**src/rtl/mem_access.sv**
```systemverilog
`default_nettype none
// ============================================================================
// Module   : mem_access
// Purpose  : Memory-access pipeline stage. Non-memory instructions pass their
//            register writeback straight through. Loads and stores are
//            serialised into byte transfers on an 8-bit arbitrated memory
//            port. The pipeline is held until the access completes. Load
//            results are sign- or zero-extended by RISC-V funct3.
// Config   : MEM_ALIGN_CHECK_EN - when defined, misaligned halfword and word
//            accesses are refused. Misalign is flagged and no traffic is
//            issued. When undefined, misaligned accesses proceed bytewise.
// Ports    : clk, rst (sync, active-high), rdy (global ready, low = freeze)
//            we_in/waddr_in/wdata_in          writeback request from EX
//            ma_we_in/ma_re_in/ma_width_in    store/load request, funct3
//            ma_addr_in/ma_wdata_in           byte address, store data
//            we/waddr/wdata                   writeback to MEM/WB latch
//            stall_req                        pipeline hold request
//            mem_req/mem_wr/mem_addr/mem_dout byte-wide memory request
//            mem_gnt/mem_din                  accept strobe, read byte (+1)
//            misalign                         misaligned-access flag
// Revision : 1.0 - initial release
// ============================================================================
module mem_access (
    input  logic        clk,
    input  logic        rst,
    input  logic        rdy,
    input  logic        we_in,
    input  logic [4:0]  waddr_in,
    input  logic [31:0] wdata_in,
    input  logic        ma_we_in,
    input  logic        ma_re_in,
    input  logic [2:0]  ma_width_in,
    input  logic [31:0] ma_addr_in,
    input  logic [31:0] ma_wdata_in,
    output logic        we,
    output logic [4:0]  waddr,
    output logic [31:0] wdata,
    output logic        stall_req,
    output logic        mem_req,
    output logic        mem_wr,
    output logic [31:0] mem_addr,
    output logic [7:0]  mem_dout,
    input  logic        mem_gnt,
    input  logic [7:0]  mem_din,
    output logic        misalign
);

    typedef enum logic [1:0] {
        ST_IDLE = 2'd0,
        ST_XFER = 2'd1,
        ST_TAIL = 2'd2,
        ST_DONE = 2'd3
    } state_t;

    state_t      state_q;
    logic [2:0]  idx_q;        // bytes granted so far
    logic        store_q;
    logic [2:0]  width_q;
    logic [31:0] addr_q;
    logic [31:0] sdata_q;
    logic [31:0] ldata_q;
    logic [4:0]  waddr_q;
    logic        rd_pend_q;    // a read was accepted last cycle; data on mem_din now

    logic        w_req;
    logic        w_misaligned;
    logic        w_start;
    logic [2:0]  w_n_q;
    logic        w_last;
    logic [1:0]  w_cap_idx;
    logic [7:0]  w_store_byte;
    logic [31:0] w_ld_ext;

    function automatic logic [2:0] byte_count(input logic [2:0] width);
        case (width[1:0])
            2'b00:   return 3'd1;
            2'b01:   return 3'd2;
            default: return 3'd4;
        endcase
    endfunction

    assign w_req = ma_we_in | ma_re_in;

`ifdef MEM_ALIGN_CHECK_EN
    logic [2:0] w_n_in;
    assign w_n_in       = byte_count(ma_width_in);
    assign w_misaligned = ((w_n_in == 3'd2) && ma_addr_in[0]) ||
                          ((w_n_in == 3'd4) && (ma_addr_in[1:0] != 2'b00));
`else
    assign w_misaligned = 1'b0;
`endif

    assign w_start      = w_req & ~w_misaligned;
    assign w_n_q        = byte_count(width_q);
    assign w_last       = (idx_q == (w_n_q - 3'd1));
    // idx has already advanced past the byte now arriving; for idx=4 the
    // 2-bit wrap yields 3, the top byte.
    assign w_cap_idx    = idx_q[1:0] - 2'd1;
    assign w_store_byte = sdata_q[{idx_q[1:0], 3'b000} +: 8];

    always_comb begin
        w_ld_ext = ldata_q;
        case (width_q)
            3'b000:  w_ld_ext = {{24{ldata_q[7]}},  ldata_q[7:0]};
            3'b001:  w_ld_ext = {{16{ldata_q[15]}}, ldata_q[15:0]};
            3'b100:  w_ld_ext = {24'd0, ldata_q[7:0]};
            3'b101:  w_ld_ext = {16'd0, ldata_q[15:0]};
            default: w_ld_ext = ldata_q;
        endcase
    end

    always_ff @(posedge clk) begin
        if (rst) begin
            state_q   <= ST_IDLE;
            idx_q     <= 3'd0;
            store_q   <= 1'b0;
            width_q   <= 3'd0;
            addr_q    <= 32'd0;
            sdata_q   <= 32'd0;
            ldata_q   <= 32'd0;
            waddr_q   <= 5'd0;
            rd_pend_q <= 1'b0;
        end else if (rdy) begin
            if (rd_pend_q) begin
                ldata_q[{w_cap_idx, 3'b000} +: 8] <= mem_din;
            end
            rd_pend_q <= 1'b0;
            case (state_q)
                ST_IDLE: begin
                    if (w_start) begin
                        state_q <= ST_XFER;
                        idx_q   <= 3'd0;
                        store_q <= ma_we_in;   // we+re together counts as a store
                        width_q <= ma_width_in;
                        addr_q  <= ma_addr_in;
                        sdata_q <= ma_wdata_in;
                        waddr_q <= waddr_in;
                        ldata_q <= 32'd0;
                    end
                end
                ST_XFER: begin
                    if (mem_gnt) begin
                        idx_q     <= idx_q + 3'd1;
                        rd_pend_q <= ~store_q;
                        if (w_last) begin
                            state_q <= store_q ? ST_DONE : ST_TAIL;
                        end
                    end
                end
                ST_TAIL: state_q <= ST_DONE;
                default: state_q <= ST_IDLE;   // ST_DONE
            endcase
        end
    end

    always_comb begin
        we        = 1'b0;
        waddr     = 5'd0;
        wdata     = 32'd0;
        stall_req = 1'b0;
        mem_req   = 1'b0;
        mem_wr    = 1'b0;
        mem_addr  = 32'd0;
        mem_dout  = 8'd0;
        misalign  = 1'b0;
        if (!rst) begin
            case (state_q)
                ST_IDLE: begin
                    misalign = w_req & w_misaligned;
                    if (w_req) begin
                        stall_req = ~w_misaligned;
                    end else begin
                        we    = we_in;
                        waddr = waddr_in;
                        wdata = wdata_in;
                    end
                end
                ST_XFER: begin
                    stall_req = 1'b1;
                    mem_req   = rdy;
                    mem_wr    = store_q;
                    mem_addr  = addr_q + {29'd0, idx_q};
                    mem_dout  = w_store_byte;
                end
                ST_TAIL: begin
                    stall_req = 1'b1;
                end
                default: begin  // ST_DONE
                    stall_req = ~rdy;
                    we        = ~store_q;
                    waddr     = store_q ? 5'd0  : waddr_q;
                    wdata     = store_q ? 32'd0 : w_ld_ext;
                end
            endcase
        end
    end

endmodule
`default_nettype wire

```
**config.mk**
```make
export PLATFORM = sky130hd
export DESIGN_NAME = mem_access
export DESIGN_NICKNAME = d
export VERILOG_FILES = /design/src/rtl/mem_access.sv
export SDC_FILE = /design/constraint.sdc
export NUM_CORES = 1
export LEC_CHECK = 0
export CORE_UTILIZATION = 50
export CTS_CLUSTER_SIZE = 10
export DETAILED_ROUTE_END_ITERATION = 10
export PLACE_DENSITY = 0.86
export SYNTH_ARGS = -nofsm -noshare
export SYNTH_HDL_FRONTEND = slang
export SYNTH_SLANG_ARGS = --single-unit
```
**constraint.sdc**
```tcl
create_clock -name clk -period 8.2 [get_ports clk]
set_clock_uncertainty 0.15 [all_clocks]
set_input_delay 1.64 -clock clk [delete_from_list [all_inputs] [get_ports clk]]
set_output_delay 1.64 -clock clk [all_outputs]
set_load 0.05 [all_outputs]
```
==> impl_results.md, run 1 <==
- Final setup margin: 1720 ps
- # H-tree levels: 3
- GPL Wtd Cong: 0.888
- Largest net degree at the start of global routing: 75
- Core Region: 12000 sq um
- Critical path peak fanout: 20
- Cell Rows: 40
- Area Growth Syn to Fin: 36.9%
- Vias/cell: 5.75
- Leading area contributor after synthesis: dfxtp_1
- Syn avg cell area: 7.57 sq um
- Crit path to: mem_addr[20]
- Worst EP required: 6410 ps
- CP max-delay cell: dfxtp_1
- Total number of vias: 6404
- Number of max-cap violations: 0
- Port bufs: 199
- Asr flop ratio synth: 0%
- Ys Warns: 0
- M1 WL: 7680 microns
- Die Y: 113 microns
- Critical R2R Launch: idx_q[0]
- Met2 routed WL: 8600 microns
- First-pass GRT wire length: 28000 microns
- Vias in the first global route: 5696
- Final worst path period need: 6480 ps
- Die footprint: 12800 sq um
- Post-CTS setup buffers: 0
- RR Endpoint: ldata_q[5]
- Initial Utilization: 51.3%
- IO Count: 201
- Resized Gates After CTS: 0
- CTS clk-pin slew, worst paths: 80 ps
- Final Power: 1360 uW
- Unrepaired setup endpoints after global routing: false
- CP top delay family: flip-flops
- Final setup TNS: 0 ps
- CP arrival: 4690 ps
- Layout cells sized above 1: 4.96%
- Yosys top cell area share: 36.1%
- Multi-input logic area: 3640 sq um
- GR Overflow Total: 0
- #FFs+latches synth: 111
- DRT Wirelength: 17800 microns
- Met3 wire length: 1140 microns
- Fill cells: 1017
- WL/cell: 16.0 microns
- Final HPWL DP: 12400 microns
- Mapped Cells: 813
- Initial antenna violation count: 0
- Hold Fails Final Rpt: 0
- Setup WS pre-CTS: 2010 ps
- Min Hold Slack: 307 ps
- Post-synth EDFFs: 0
- Syn_nets: 946
- Clock tree sinks: 111
- Fin nets: 1095
- Stages on worst setup path: 8
- Final ANT Viol Nets: 0
- Hold Crit Start: sdata_q[17]
- Setup crit start: idx_q[0]
- CP Capture Type: output pin
- VDD IR max: 89.9 uV
- Reg2Reg Depth: 6
- Relative slew slack: 17.7%
- Number of setup violations in the final report: 0
- Initial DRC Count: 539
- CTS tree: yes
- Status: finished, final reports clean
- Largest cells by area after synthesis: dfxtp_1, nand2_1, a21oi_1
- CTS max path bufs: 2
- Final Max Tran Viols: 0
- CTS Buf Count: 9
- WS Path Type: reg -> out
- Critical-path cell list: ha_1, inv_1, fa_1, nor2b_1, o2111ai_1, or4_1, a21oi_1, clkdlybuf4s50_1
- GRT Resource Usage Total: 27.2%
- Pwr dens: 161 nW/um^2
- Crit path buf inv count: 2
- DRC: 0
- Synth Flop Type: dfxtp_1
- CTS Hold Bufs: 0
- Ant diodes: 0
- CP Launch Type: flop
- Clk_lat worst skew: 350 ps
- Mapped Area: 6160 sq um
- Synth cell types: 61
- WHS Path Cells: 2
- Die Width: 113 microns
- Hold WC Path Type: reg -> reg
- Fmax: 154 MHz
- Sequential cell area: 2220 sq um
- FF-to-FF setup slack: 4960 ps
- Fin crit share: 79.0%
- Register area share after synthesis: 36.1%
- Worst stage delay on the critical path: 1060 ps
- Top layer in use: met4
- Leak Pwr: 0.00287 uW
- Drt pass-1 iters: 5
- Worst slew pin tran: 1230 ps
- Root Buffer: clkbuf_16
[power breakdown]
group	switching (uW)	internal, uW	total, uW
combinational	170	124	295
sequential	31.9	569	601
clock	209	251	460
total	411	945	1360
[worst min path at each step]
stage | end | slack (ps)
after global routing | sdata_q[13] | 330
after CTS | sdata_q[17] | 310
after floorplan | sdata_q[16] | 280
after global placement | sdata_q[22] | 290
after detailed placement | sdata_q[10] | 300
final | sdata_q[17] | 310
[synthesized netlist by cell type (all sizes together) (5+ instances only)]
cell type  number
or4             6
nand3b         13
nand2b         27
nor4            5
nand2         188
o21ai          10
mux4            8
a211oi         10
a22oi          32
or3             5
mux2i           7
o31ai           6
dfxtp         111
nor2b           5
and2           15
a32oi          16
nand3          10
inv            12
nor2           68
nand4          15
clkbuf         55
ha             13
a21oi         113
buf            10
[kinds of logic after synthesis]
family | Yosys count | share of synthesized area, %
flip-flops | 111 | 36.1
multiplexers | 17 | 4.43
other | 1 | 0.0609
AO/OA/AOI/OAI | 208 | 21.1
buffers and inverters | 77 | 4.92
AND/OR/NAND/NOR | 378 | 29.5
XOR/XNOR | 7 | 0.996
adder cells (fa/ha/maj) | 14 | 2.97
[stage by stage]
step | std cells | instance area, sq um | utilization [%]
floorplan | 813 | 6160 | -
global placement | 1098 | 8110 | 67.6
detailed placement | 1098 | 8110 | 67.6
CTS | 1114 | 8430 | 70.2
global route | 1114 | 8430 | 70.2
finish | 1114 | 8430 | 70.2
[sequential cells by signal (all words and copies together), names as in the netlist]
register	flops
addr_q	32
ldata_q	32
sdata_q	32
waddr_q	5
idx_q	3
width_q	3
state_q	2
rd_pend_q	1
store_q	1
[tightest hold or removal path, stage by stage (launching register included)]
cell	delay, ps
dfxtp_1	310
nand2_1	50
a21oi_1	50
[metal layers]
layer	up-vias	GRT usage, %
li1	3143	-
met4	0	8.07
met5	-	0
met3	30	5.46
met1	2997	34.9
met2	234	46.5
[cell type report]
cell class / instances / area share [%]
clock buffers: 10 / 2.83
clock inverters: 6 / 0.920
inverters: 12 / 0.534
multi-input cells: 625 / 43.2
flip-flops and latches: 111 / 26.4
well taps: 147 / 2.18
repair buffers: 203 / 24.0
[layout by cell type (no fill, tap or decap), drive strengths merged, types with 7 or more instances in the layout]
cell type,netlist,final
a21oi,113,113
and2,15,15
inv,12,14
nand4,15,15
a22oi,32,32
nand2b,27,27
nand3,10,10
mux4,8,8
nand3b,13,13
ha,13,13
clkdlybuf4s50,0,198
o21ai,10,10
mux2i,7,7
nor2,68,68
dfxtp,111,111
nand2,188,188
a32oi,16,16
a211oi,10,10
clkbuf,55,10
(Power assumes the default switching activity.)
==> inputs of run 2 (changes only) <==
--- a/config.mk
+++ b/config.mk
@@ -5,10 +5,10 @@
 export SDC_FILE = /design/constraint.sdc
 export NUM_CORES = 1
 export LEC_CHECK = 0
-export CORE_UTILIZATION = 50
+export CORE_UTILIZATION = 47
 export CTS_CLUSTER_SIZE = 10
 export DETAILED_ROUTE_END_ITERATION = 10
-export PLACE_DENSITY = 0.86
+export PLACE_DENSITY = 0.81
 export SYNTH_ARGS = -nofsm -noshare
 export SYNTH_HDL_FRONTEND = slang
 export SYNTH_SLANG_ARGS = --single-unit
==> constraint.sdc (replaced) <==
create_clock -name clk -period 6.4 [get_ports clk]
set_clock_uncertainty 0.15 [all_clocks]
set_input_delay 1.28 -clock clk [delete_from_list [all_inputs] [get_ports clk]]
set_output_delay 1.28 -clock clk [all_outputs]
set_load 0.05 [all_outputs]
==> run 2 against run 1 <==
- non-clock buffer count increased by 2
- largest power group unchanged
- worst setup slack got worse by 960 ps
- wire length increased by 3.0%
==> impl_results.md, run 2 (same netlist as run 1, synthesis figures left out) <==
- Setup WS pre-CTS: 999 ps (-1010 ps)
- Util after Layout: 66.7% (-3.4 points)
- Placed cell area: 8160 sq um (+0.57%)
- Resized Gates After CTS: 0 (unchanged)
- WS Path Type: reg -> out
- Initial antenna violation count: 0 (unchanged)
- Core Region: 12700 sq um (+5.5%)
- Number of max-cap violations: 0 (unchanged)
- DRC: 0 (unchanged)
- Final Max Tran Viols: 0 (unchanged)
- Unrepaired setup endpoints after global routing: false
- Top flop regs: addr_q x32, ldata_q x32, sdata_q x32
- CP arrival: 4210 ps (-480 ps)
- Leak Pwr: 0.00288 uW (+0.23%)
- Port bufs: 199 (unchanged)
- Critical R2R Launch: idx_q[1]
- Worst EP required: 4970 ps (-1440 ps)
- Clock tree sinks: 111 (unchanged)
- Fin nets: 1097 (+0.18%)
- Most frequent cells in the layout: clkdlybuf4s50_1, nand2_1, a21oi_1
- CTS tree: yes
- Initial Utilization: 48.6% (-2.7 points)
- Largest net degree at the start of global routing: 74 (-1.3%)
- CP max-delay cell: clkdlybuf4s50_1
- Die Width: 116 microns (+3.1%)
- Critical-path cell list: inv_1, fa_1, nor2b_1, o2111ai_1, or4_1, a21oi_1, clkdlybuf4s50_1
- Number of setup violations in the final report: 0 (unchanged)
- RR Endpoint: ldata_q[7]
- Hold Fails Final Rpt: 0 (unchanged)
- Most common cell after layout, fill and taps aside: clkdlybuf4s50_1
- Total number of vias: 6376 (-0.44%)
- GR Overflow Total: 0 (unchanged)
- FF-to-FF setup slack: 3430 ps (-1530 ps)
- GPL Wtd Cong: 0.857 (-3.5%)
- CTS clk-pin slew, worst paths: 70 ps (about the same)
- Reg2Reg Depth: 6 (unchanged)
- Pwr dens: 204 nW/um^2 (+27%)
- Hold WC Path Type: reg -> reg
- Fill cells: 1100 (+8.2%)
- CP Capture Type: output pin
- Root Buffer: clkbuf_16
- Fin crit share: 88.1%
- CTS Buf Count: 9 (unchanged)
- Final setup margin: 764 ps (-957 ps)
- Vias/cell: 5.59 (-2.7%)
- Die footprint: 13600 sq um (+6.3%)
- Clk_lat worst skew: 350 ps (about the same)
- Relative slew slack: 23.6% (+6.0 points)
- IO Count: 201 (unchanged)
- Final worst path period need: 5640 ps
- GRT Resource Usage Total: 27.5% (+0.26 points)
- Crit path to: mem_addr[14]
- Final ANT Viol Nets: 0 (unchanged)
- # H-tree levels: 3 (unchanged)
- CTS Hold Bufs: 0 (unchanged)
- Fin area: 8460 sq um (+0.31%)
- WL/cell: 16.1 microns (+0.65%)
- Post-CTS setup buffers: 0 (unchanged)
- Die Y: 116 microns (+3.1%)
- CP Launch Type: flop
- Vias in the first global route: 5895 (+3.5%)
- Initial DRC Count: 549 (+1.9%)
- Drt pass-1 iters: 5 (unchanged)
- Area Growth Syn to Fin: 37.4%
- Setup crit start: idx_q[1]
- VDD IR max: 133 uV (+48%)
- Worst slew pin tran: 1140 ps (-86.3 ps)
- CTS max path bufs: 2 (unchanged)
- Ant diodes: 0 (unchanged)
- First-pass GRT wire length: 29400 microns (+5.2%)
- Critical path peak fanout: 14 (-30%)
- Final Power: 1720 uW (+27%)
- Fmax: 177 MHz
- Status: finished, final reports clean
- Final HPWL DP: 12700 microns (+2.7%)
- Final setup TNS: 0 ps (unchanged)
- Worst stage delay on the critical path: 840 ps (-220 ps)
- Layout cells sized above 1: 5.06% (+0.098 points)
- DRT Wirelength: 18300 microns (+3.0%)
- Cell Rows: 41 (+2.5%)
run 2: changes by cell type in the layout (fill, tap and decap cells not counted):
cell / change
buf_4: +2
clkinv_2: +2
clkinv_4: -1
clkinvlp_4: -1
inv_6: +1
inv_8: -2
run 2: power by group:
| part | switching [uW] | internal (uW) | total [uW] |
|---|---|---|---|
| logic | 222 | 161 | 383 |
| clock network | 255 | 313 | 568 |
| registers | 40.1 | 730 | 770 |
run 2: worst max-delay path, delay by kind of cell (launching register included):
family,cells,cell delay (ps)
flops,1,730
buf+inv,2,1150
fa+ha+maj,1,490
simple gates,2,910
compound gates,2,590
run 2: cell type report:
cell class              instances  area (sq um)  share of cell area (%)
multi-input cells             625          3640                    43.1
flip-flops and latches        111          2220                    26.3
repair buffers                205          2030                    24.1
clock buffers                  10           239                    2.83
well taps                     172           215                    2.54
clock inverters                 5          57.6                   0.681
inverters                      12          45.0                   0.533
run 2: how the worst min path moves through the flow:
stage           startpoint          end  slack (ps)  depth (start not counted)
2_1_floorplan  sdata_q[16]  sdata_q[16]         280                          2
3_3_place_gp   sdata_q[29]  sdata_q[29]         290                          2
3_5_place_dp   sdata_q[19]  sdata_q[19]         300                          2
4_1_cts        sdata_q[19]  sdata_q[19]         310                          2
5_1_grt        sdata_q[19]  sdata_q[19]         330                          2
6_report        sdata_q[6]   sdata_q[6]         300                          2
run 2: per-stage QoR:
stage / hold WS [ps] / instances
finish: 304 / 1140
global route: 326 / 1140
CTS: 306 / 1140
detailed placement: 296 / 1125
global placement: 290 / 1125
floorplan: 283 / 813
run 2: metal layers:
| metal | global-route usage, % | up-vias | routed length (microns) |
|---|---|---|---|
| met2 | 46.9 | 235 | 8770 |
| li1 | - | 3143 | - |
| met3 | 4.46 | 19 | 1280 |
| met5 | 0 | - | 0 |
| met1 | 36.1 | 2979 | 8010 |
| met4 | 7.09 | 0 | 233 |
